[src/rtl/turn_signal_scheduler_if.sv]
// Switch / command bundle between the tail-light front end and its user.
//   left_sw, right_sw, haz_sw : raw switch inputs
//   run_en                    : tick enable, 0 freezes divider and FSM
//   step                      : one-clk pulse per step tick while active
//   cmd                       : latched command {left,haz,right}
//   seq_en                    : high while the scheduler is running
//   cycle_done                : one-clk pulse at the end of each flash cycle
//   step_idx                  : position within the current flash cycle
interface turn_signal_scheduler_if;
   logic       left_sw;
   logic       right_sw;
   logic       haz_sw;
   logic       run_en;
   logic       step;
   logic [2:0] cmd;
   logic       seq_en;
   logic       cycle_done;
   logic [3:0] step_idx;

   modport master (
      output left_sw, right_sw, haz_sw, run_en,
      input  step, cmd, seq_en, cycle_done, step_idx
   );

   modport slave (
      input  left_sw, right_sw, haz_sw, run_en,
      output step, cmd, seq_en, cycle_done, step_idx
   );
endinterface

[src/rtl/turn_signal_scheduler.sv]
// Front end for the thunderbird tail-light sequencer: synchronizes and
// debounces the three switches, divides clk down to the step tick, and
// arbitrates the switches into a command that is held for a whole flash
// cycle (hazard may pre-empt a running turn cycle).
// Ports:
//   clk : system clock
//   clr : asynchronous active-high reset
//   bus : turn_signal_scheduler_if.slave (switches, run_en, step/cmd outputs)
//
// state | meaning
// ------+--------------------------------------------------------------
// IDLE  | no request seen on a tick; cmd=000, no step pulses
// RUN   | flash cycle in progress; step each tick, step_idx counts steps
module turn_signal_scheduler #(
   parameter int DIV         = 500000,
   parameter int DEB         = 16,
   parameter int CYCLE_STEPS = 6
) (
   input  logic                    clk,
   input  logic                    clr,
   turn_signal_scheduler_if.slave  bus
);
   localparam int DW  = $clog2(DEB + 1);
   localparam int DVW = (DIV > 2) ? $clog2(DIV) : 1;
   localparam logic [3:0] LAST = 4'(CYCLE_STEPS - 1);
   localparam logic [2:0] CMD_HAZ = 3'b010;

   typedef enum logic {IDLE, RUN} state_t;

   // switch vectors are ordered {left, haz, right} to match cmd
   logic [2:0]    raw;
   logic [2:0]    sync1, sync2, filt;
   logic [DW-1:0] deb_cnt [3];
   logic [DVW-1:0] div_cnt;
   logic          tick;
   logic [2:0]    req;

   state_t     state, state_nx;
   logic [2:0] cmd_q, cmd_nx;
   logic [3:0] idx_q, idx_nx;
   logic       step_q, step_nx;
   logic       done_q, done_nx;

   assign raw = {bus.left_sw, bus.haz_sw, bus.right_sw};

   always_ff @(posedge clk or posedge clr) begin
      if (clr) begin
         sync1 <= '0;
         sync2 <= '0;
         filt  <= '0;
         for (int i = 0; i < 3; i++) deb_cnt[i] <= '0;
      end else begin
         sync1 <= raw;
         sync2 <= sync1;
         for (int i = 0; i < 3; i++) begin
            if (sync2[i] != filt[i]) begin
               // reaching DEB consecutive disagreements flips the filter
               if (deb_cnt[i] == DW'(DEB - 1)) begin
                  filt[i]    <= ~filt[i];
                  deb_cnt[i] <= '0;
               end else begin
                  deb_cnt[i] <= deb_cnt[i] + 1'b1;
               end
            end else begin
               deb_cnt[i] <= '0;
            end
         end
      end
   end

   assign tick = bus.run_en && (div_cnt == DVW'(DIV - 1));

   always_ff @(posedge clk or posedge clr) begin
      if (clr) begin
         div_cnt <= '0;
      end else if (bus.run_en) begin
         div_cnt <= tick ? '0 : div_cnt + 1'b1;
      end
   end

   // both turn switches together behave as hazard
   always_comb begin
      if (filt[1] || (filt[2] && filt[0])) req = CMD_HAZ;
      else if (filt[2])                    req = 3'b100;
      else if (filt[0])                    req = 3'b001;
      else                                 req = 3'b000;
   end

   always_ff @(posedge clk or posedge clr) begin
      if (clr) begin
         state  <= IDLE;
         cmd_q  <= '0;
         idx_q  <= '0;
         step_q <= 1'b0;
         done_q <= 1'b0;
      end else begin
         state  <= state_nx;
         cmd_q  <= cmd_nx;
         idx_q  <= idx_nx;
         step_q <= step_nx;
         done_q <= done_nx;
      end
   end

   always_comb begin
      state_nx = state;
      cmd_nx   = cmd_q;
      idx_nx   = idx_q;
      step_nx  = 1'b0;
      done_nx  = 1'b0;
      if (tick) begin
         case (state)
            IDLE: begin
               if (req != 3'b000) begin
                  state_nx = RUN;
                  cmd_nx   = req;
                  idx_nx   = '0;
                  step_nx  = 1'b1;
               end
            end
            RUN: begin
               step_nx = 1'b1;
               // the last step completes the cycle even if hazard arrives on
               // it; re-arbitration then picks up the hazard anyway
               if (idx_q == LAST) begin
                  done_nx = 1'b1;
                  idx_nx  = '0;
                  cmd_nx  = req;
                  if (req == 3'b000) state_nx = IDLE;
               end else if (req == CMD_HAZ && cmd_q != CMD_HAZ) begin
                  cmd_nx = CMD_HAZ;
                  idx_nx = '0;
               end else begin
                  idx_nx = idx_q + 1'b1;
               end
            end
            default: state_nx = IDLE;
         endcase
      end
   end

   assign bus.step       = step_q;
   assign bus.cmd        = cmd_q;
   assign bus.seq_en     = (state == RUN);
   assign bus.cycle_done = done_q;
   assign bus.step_idx   = idx_q;
endmodule
[src/flat_wrapper.sv]
// flat-port wrapper written by rule: the top's interface ports become plain ports
module turn_signal_scheduler_flat 
#(
   parameter int DIV         = 500000,
   parameter int DEB         = 16,
   parameter int CYCLE_STEPS = 6
)
  (clk, clr, bus_left_sw, bus_right_sw, bus_haz_sw, bus_run_en, bus_step, bus_cmd, bus_seq_en, bus_cycle_done, bus_step_idx);
  turn_signal_scheduler_if bus_i ();
  input  logic clk;
  input  logic clr;
  input wire logic [$bits(bus_i.left_sw)-1:0] bus_left_sw;
  input wire logic [$bits(bus_i.right_sw)-1:0] bus_right_sw;
  input wire logic [$bits(bus_i.haz_sw)-1:0] bus_haz_sw;
  input wire logic [$bits(bus_i.run_en)-1:0] bus_run_en;
  output wire logic [$bits(bus_i.step)-1:0] bus_step;
  output wire logic [$bits(bus_i.cmd)-1:0] bus_cmd;
  output wire logic [$bits(bus_i.seq_en)-1:0] bus_seq_en;
  output wire logic [$bits(bus_i.cycle_done)-1:0] bus_cycle_done;
  output wire logic [$bits(bus_i.step_idx)-1:0] bus_step_idx;
  assign bus_i.left_sw = bus_left_sw;
  assign bus_i.right_sw = bus_right_sw;
  assign bus_i.haz_sw = bus_haz_sw;
  assign bus_i.run_en = bus_run_en;
  assign bus_step = bus_i.step;
  assign bus_cmd = bus_i.cmd;
  assign bus_seq_en = bus_i.seq_en;
  assign bus_cycle_done = bus_i.cycle_done;
  assign bus_step_idx = bus_i.step_idx;
  turn_signal_scheduler #(.DIV(DIV), .DEB(DEB), .CYCLE_STEPS(CYCLE_STEPS)) u_core (.clk(clk), .clr(clr), .bus(bus_i));
endmodule
[config.mk]
export PLATFORM = sky130hd
export DESIGN_NAME = turn_signal_scheduler_flat
export DESIGN_NICKNAME = d
export VERILOG_FILES = /design/src/rtl/turn_signal_scheduler_if.sv /design/src/rtl/turn_signal_scheduler.sv /design/src/flat_wrapper.sv
export SDC_FILE = /design/constraint.sdc
export NUM_CORES = 1
export LEC_CHECK = 0
export BUFFER_PORTS_ARGS = -buffer_cell sky130_fd_sc_hd__buf_2
export CORE_AREA = 5 5 79 81
export CTS_CLUSTER_SIZE = 28
export DETAILED_ROUTE_END_ITERATION = 10
export DIE_AREA = 0 0 84 86
export PLACE_DENSITY = 0.67
export SLEW_MARGIN = 20
export SYNTH_ARGS = -nofsm -noshare
export SYNTH_HDL_FRONTEND = slang
export SYNTH_SLANG_ARGS = --single-unit
[constraint.sdc]
create_clock -name clk -period 2.65 [get_ports clk]
set_clock_uncertainty 0.1 [all_clocks]
set_input_delay 0 -clock clk [delete_from_list [all_inputs] [get_ports clk]]
set_output_delay 0 -clock clk [all_outputs]
set_load 0.02 [all_outputs]
After elaboration in Yosys (flattened, before gate mapping). Cells that the tools add are included.

Register bits: 53. Output and inout port bits: 10.

Add/subtract/negate cells: 5. Equality and inequality tests: 12. Muxes and demuxes: 27. Bitwise gates (word level): 4. Reduce and logical (&&, ||, !) cells: 11.

Operators with widths (count): $mux W5 (6); $add A19 B1 Y19 const B (1); $eq A19 B19 Y1 const B (1); $mux W19 (1); $add A5 B1 Y5 const B (3); $eq A5 B4 Y1 const B (3); $mux W3 (5); $mux W4 (3); $mux W1 (8); $pmux W4 S2 (1); $reduce_and A2 Y1 (4); $pmux W3 S2 (1); $add A4 B1 Y4 const B (1); $eq A4 B3 Y1 const B (1); $not A1 Y1 (4); $pmux W1 S2 (2); $eq A3 B2 Y1 const B (1); $logic_and A1 B1 Y1 (3); $logic_not A3 Y1 (1); $ne A1 B1 Y1 (3); $ne A3 B2 Y1 const B (1); $ne A3 B3 Y1 const B (1); $reduce_and A3 Y1 (1); $reduce_bool A3 Y1 (1); 2 further kinds (2).

Depth between registers and ports, before layout.
Depth after elaboration: 8. Mapped depth: 7.

Least setup slack after synthesis. No wires, ideal clock.

Path type: register -> register. Start: register u_core.div_cnt[6]. End: register u_core.cmd_q[0] (netlist: u_core.bus.cmd[0]). Data arrival time: 1956 ps. Slack: 469 ps. Cell stages (with the launch flop): 6. Path buffers: 1. Clock period less this slack: 2181 ps. Path through: dfrtp_1 -> or4b_1 -> or4_1 -> buf_2 -> nor3b_1 -> mux2_2.

Cells in the longest elaborated chain, start to end: 3.

Ends and longest elaborated chain: start, declared (line turn_signal_scheduler.sv:34) `logic [DVW-1:0] div_cnt;`; start signal, assigned (line turn_signal_scheduler.sv:77) `div_cnt <= tick ? '0 : div_cnt + 1'b1;`; $eq A19 B19 Y1 (line turn_signal_scheduler.sv:71) `assign tick = bus.run_en && (div_cnt == DVW'(DIV - 1));`; $logic_and A1 B1 Y1 (line turn_signal_scheduler.sv:71); $reduce_and A3 Y1 (no line); end signal, assigned (line turn_signal_scheduler.sv:98) `cmd_q <= cmd_nx;`; end, declared (line turn_signal_scheduler.sv:39) `logic [2:0] cmd_q, cmd_nx;`.

Every way passes these cells. A chain may end at the register's enable or synchronous reset.

Worst setup path after layout. Ends and elaborated chain as after synthesis.

==> impl_metrics.csv <==
group,metric,value,unit
cells_and_area,layout_common_cells,"53 x dfrtp_1, 19 x nor2_1, 15 x nand3_1, 15 x buf_2",
floorplanning,rows,27,
cells_and_area,fin_cells,313,
cells_and_area,area_growth,14.3,%
synthesis,avgSynthCellArea,11.1,µm²
critical_path,crit_arrival,2.49,ns
drt,drt_iter0_markers,35,
cts,cts.sinks,53,
cells_and_area,final_util,50.2,%
cts,cts_made_buffers,5,
cts,htreeDepth,2,
critical_path,r2r_slack,0.26,ns
synthesis,synth.top_cell.area_share,55.8,%
cts,cts.clk_slew.worst_paths,0.09,ns
drt,wl_per_cell,12.9,µm
drt,dr.pass1.iters,4,
timing,rsz0062_at_grt,"no",
cts,cts_tree,"done",
critical_path,r2r_end,"u_core.bus.cmd[0]",
drt,drc_errors,0,
cts,insertion_delay,0.30,ns
timing,tns,0,ns
power,p_leak,1.28,nW
drt,viasPerCell,5.12,
floorplanning,ioPinCount,16,
cells_and_area,layout_commonest_cell,"dfrtp_1",
synthesis,synthTopCellsByArea,"dfrtp_1 56%, xor2_1 4.4%, xnor2_1 3.3%, ha_1 3.2%, nand3_1 3.2%",
synthesis,yosysTopAreaCell,"dfrtp_1",
floorplanning,die-area,0.00722,mm²
timing,max_slew_margin,63.8,%
worst_hold_path,hp-class,"input pin to async pin",
critical_path,max_stage_delay,0.60,ns
timing,fmax,418,MHz
placed_design,placed_area,0.00254,mm²
synthesis,syn_area,0.00238,mm²
timing,hold_viol,0,
cells_and_area,final_area,0.00272,mm²
power,powerDensity,593,mW/mm²
global_routing,grt_util_met2,20.7,%
synthesis,syn-instance-count,215,
cts,clockBufferDepth,2,
global_routing,antenna_found_initial,0,
floorplanning,start_util,44.0,%
timing,worstMarginPinSlew,0.543,ns
cts,ctsResizeCount,0,
timing,maxSlewViolCount,0,
power,irDropWorstVdd,265,µV
global_routing,grt_use_met1,14.5,%
floorplanning,design.core.area,0.00541,mm²
synthesis,ys_warn_count,0,
floorplanning,fp.dieH,86,µm
global_routing,grt_pass1_vias,1595,
cells_and_area,diodes,0,
cts,ctsRootBufferMaster,"clkbuf_8",
critical_path,critPathMaxFanout,12,
job,maxCapViolations,0,
timing,timing.final.crit_share,90.3,%
timing,min_period,2.39,ns
synthesis,synth_cell_types,39,
placed_design,gp_congestion,0.852,
status,status,"finished clean",
global_routing,grt_busiest_layer,"met2",
global_routing,grt_max_degree,29,
drt,dr_total_vias,1602,
cells_and_area,drive_gt1_share,14.1,%
cts,cts.hold.buffers_added,5,
global_routing,grt_remaining_overflow,0,
critical_path,path_cells,"or4b_1, or4_1, nor3b_1, mux2_2",
floorplanning,die_x,84,µm
global_routing,grtUsageTotal,12.1,%
cts,postCtsSetupRepairBufs,0,
critical_path,worst_r2r_startpoint,"u_core.div_cnt[6]",
cells_and_area,nets,252,
critical_path,cp.required,2.74,ns
critical_path,end_kind,"register",
critical_path,cp-start-kind,"register",
drt,antenna_left,0,
critical_path,crit_slowest_cell,"or4_1",
critical_path,crit_type,"register to register",
synthesis,synth_seq_cells,53,
global_routing,grt_pass1_wl,7110,µm
timing,setup_violations,0,
power,power,0.00161,W
placed_design,numPortBuffers,15,
synthesis,yosysSeqAreaShare,55.8,%
drt,routed_wl,4030,µm
global_routing,global_route.usage.met3,3.55,%
synthesis,synth.net_count,227,
critical_path,reg2reg_depth,4,
placed_design,dp.cells,300,
placed_design,dpl.hpwl,2870,µm
==> flip-flops by register name (all words and copies together) (netlist names) <==
register,flops
u_core.div_cnt,19
u_core.bus.seq_en,1
u_core.bus.cmd,3
u_core.bus.step_idx,4
u_core.sync1,3
u_core.filt,3
u_core.deb_cnt,15
u_core.bus.step,1
u_core.sync2,3
u_core.bus.cycle_done,1
==> logic make-up (layout without fill, tap and decap cells) <==
logic type | Yosys count | count (layout) | share of synthesized area, %
AO/OA/AOI/OAI | 28 | 28 | 7.85
XOR/XNOR | 21 | 21 | 7.74
adder cells (fa/ha/maj) | 6 | 6 | 3.16
buffers and inverters | 16 | 42 | 2.69
flip-flops | 53 | 53 | 55.8
multiplexers | 8 | 8 | 3.58
AND/OR/NAND/NOR | 83 | 83 | 19.2
==> synth_stat cells (all sizes together) <==
master and count:
nor3 4, nor2 19, buf 3, nor4 3, o2111ai 1, or4 3
o2111a 1, inv 10, o211ai 3, a21o 1, nand2 8, or3 4
and3 7, or2 1, o221ai 1, nand3 15, mux2 4, nor2b 1
nand3b 1, clkbuf 3, o31ai 4, mux2i 4, dfrtp 53, o21ai 12
and2 5, o41ai 1, xnor2 9, and4 2, nor4bb 1, a21oi 3
or3b 1, or4b 1, nor4b 1, xor2 12, ha 6, o22ai 1
nand4 3, and3b 1, nor3b 2
==> worst max path at each step <==
| stage | slack [ns] | from | depth (start not counted) | to |
|---|---|---|---|---|
| after floorplan | 0.47 | u_core.div_cnt[6] | 5 | u_core.bus.cmd[0] |
| after global placement | 0.30 | u_core.div_cnt[6] | 4 | u_core.bus.cmd[0] |
| after detailed placement | 0.28 | u_core.div_cnt[6] | 4 | u_core.bus.cmd[0] |
| after CTS | 0.25 | u_core.div_cnt[6] | 4 | u_core.bus.cmd[0] |
| after global routing | 0.16 | u_core.div_cnt[6] | 4 | u_core.bus.step_idx[2] |
| final | 0.26 | u_core.div_cnt[6] | 4 | u_core.bus.cmd[0] |
==> critical path: cells and delay by family, from the launching register on <==
family,cells,cell delay (ns)
flip-flops,1,0.43
multiplexers,1,0.36
AND/OR/NAND/NOR,3,1.39
==> per-stage QoR <==
stage | hold WS, ns | setup slack, ns
3_3_place_gp | -0.0196 | 0.301
5_1_grt | 0.226 | 0.157
2_1_floorplan | -0.0686 | 0.469
4_1_cts | 0.191 | 0.249
3_5_place_dp | -0.0190 | 0.276
6_report | 0.192 | 0.257
==> area by class of cell <==
cell class / instances / area [µm²]
clock buffer: 6 / 82.6
clock inverter: 2 / 37.5
fill: 493 / 2690
inverter: 10 / 37.5
multi-input combinational: 146 / 986
sequential: 53 / 1330
tap: 72 / 90.1
timing repair buffer: 24 / 155
==> routing by layer <==
layer  vias up  part of all wire [%]
li1        808                     -
met1       772                    48
met2        15                    47
met3         7                   3.1
met4         0                   1.5
met5         -                     0
==> report_power, final <==
part           leakage [nW]  switching (W)  internal (W)  total, W
clock                0.0574       0.000261      0.000307  0.000569
sequential            0.687      0.0000599      0.000861  0.000921
combinational         0.538      0.0000628     0.0000565  0.000119
total                  1.28       0.000384       0.00123   0.00161
(Power assumes the default switching activity.)
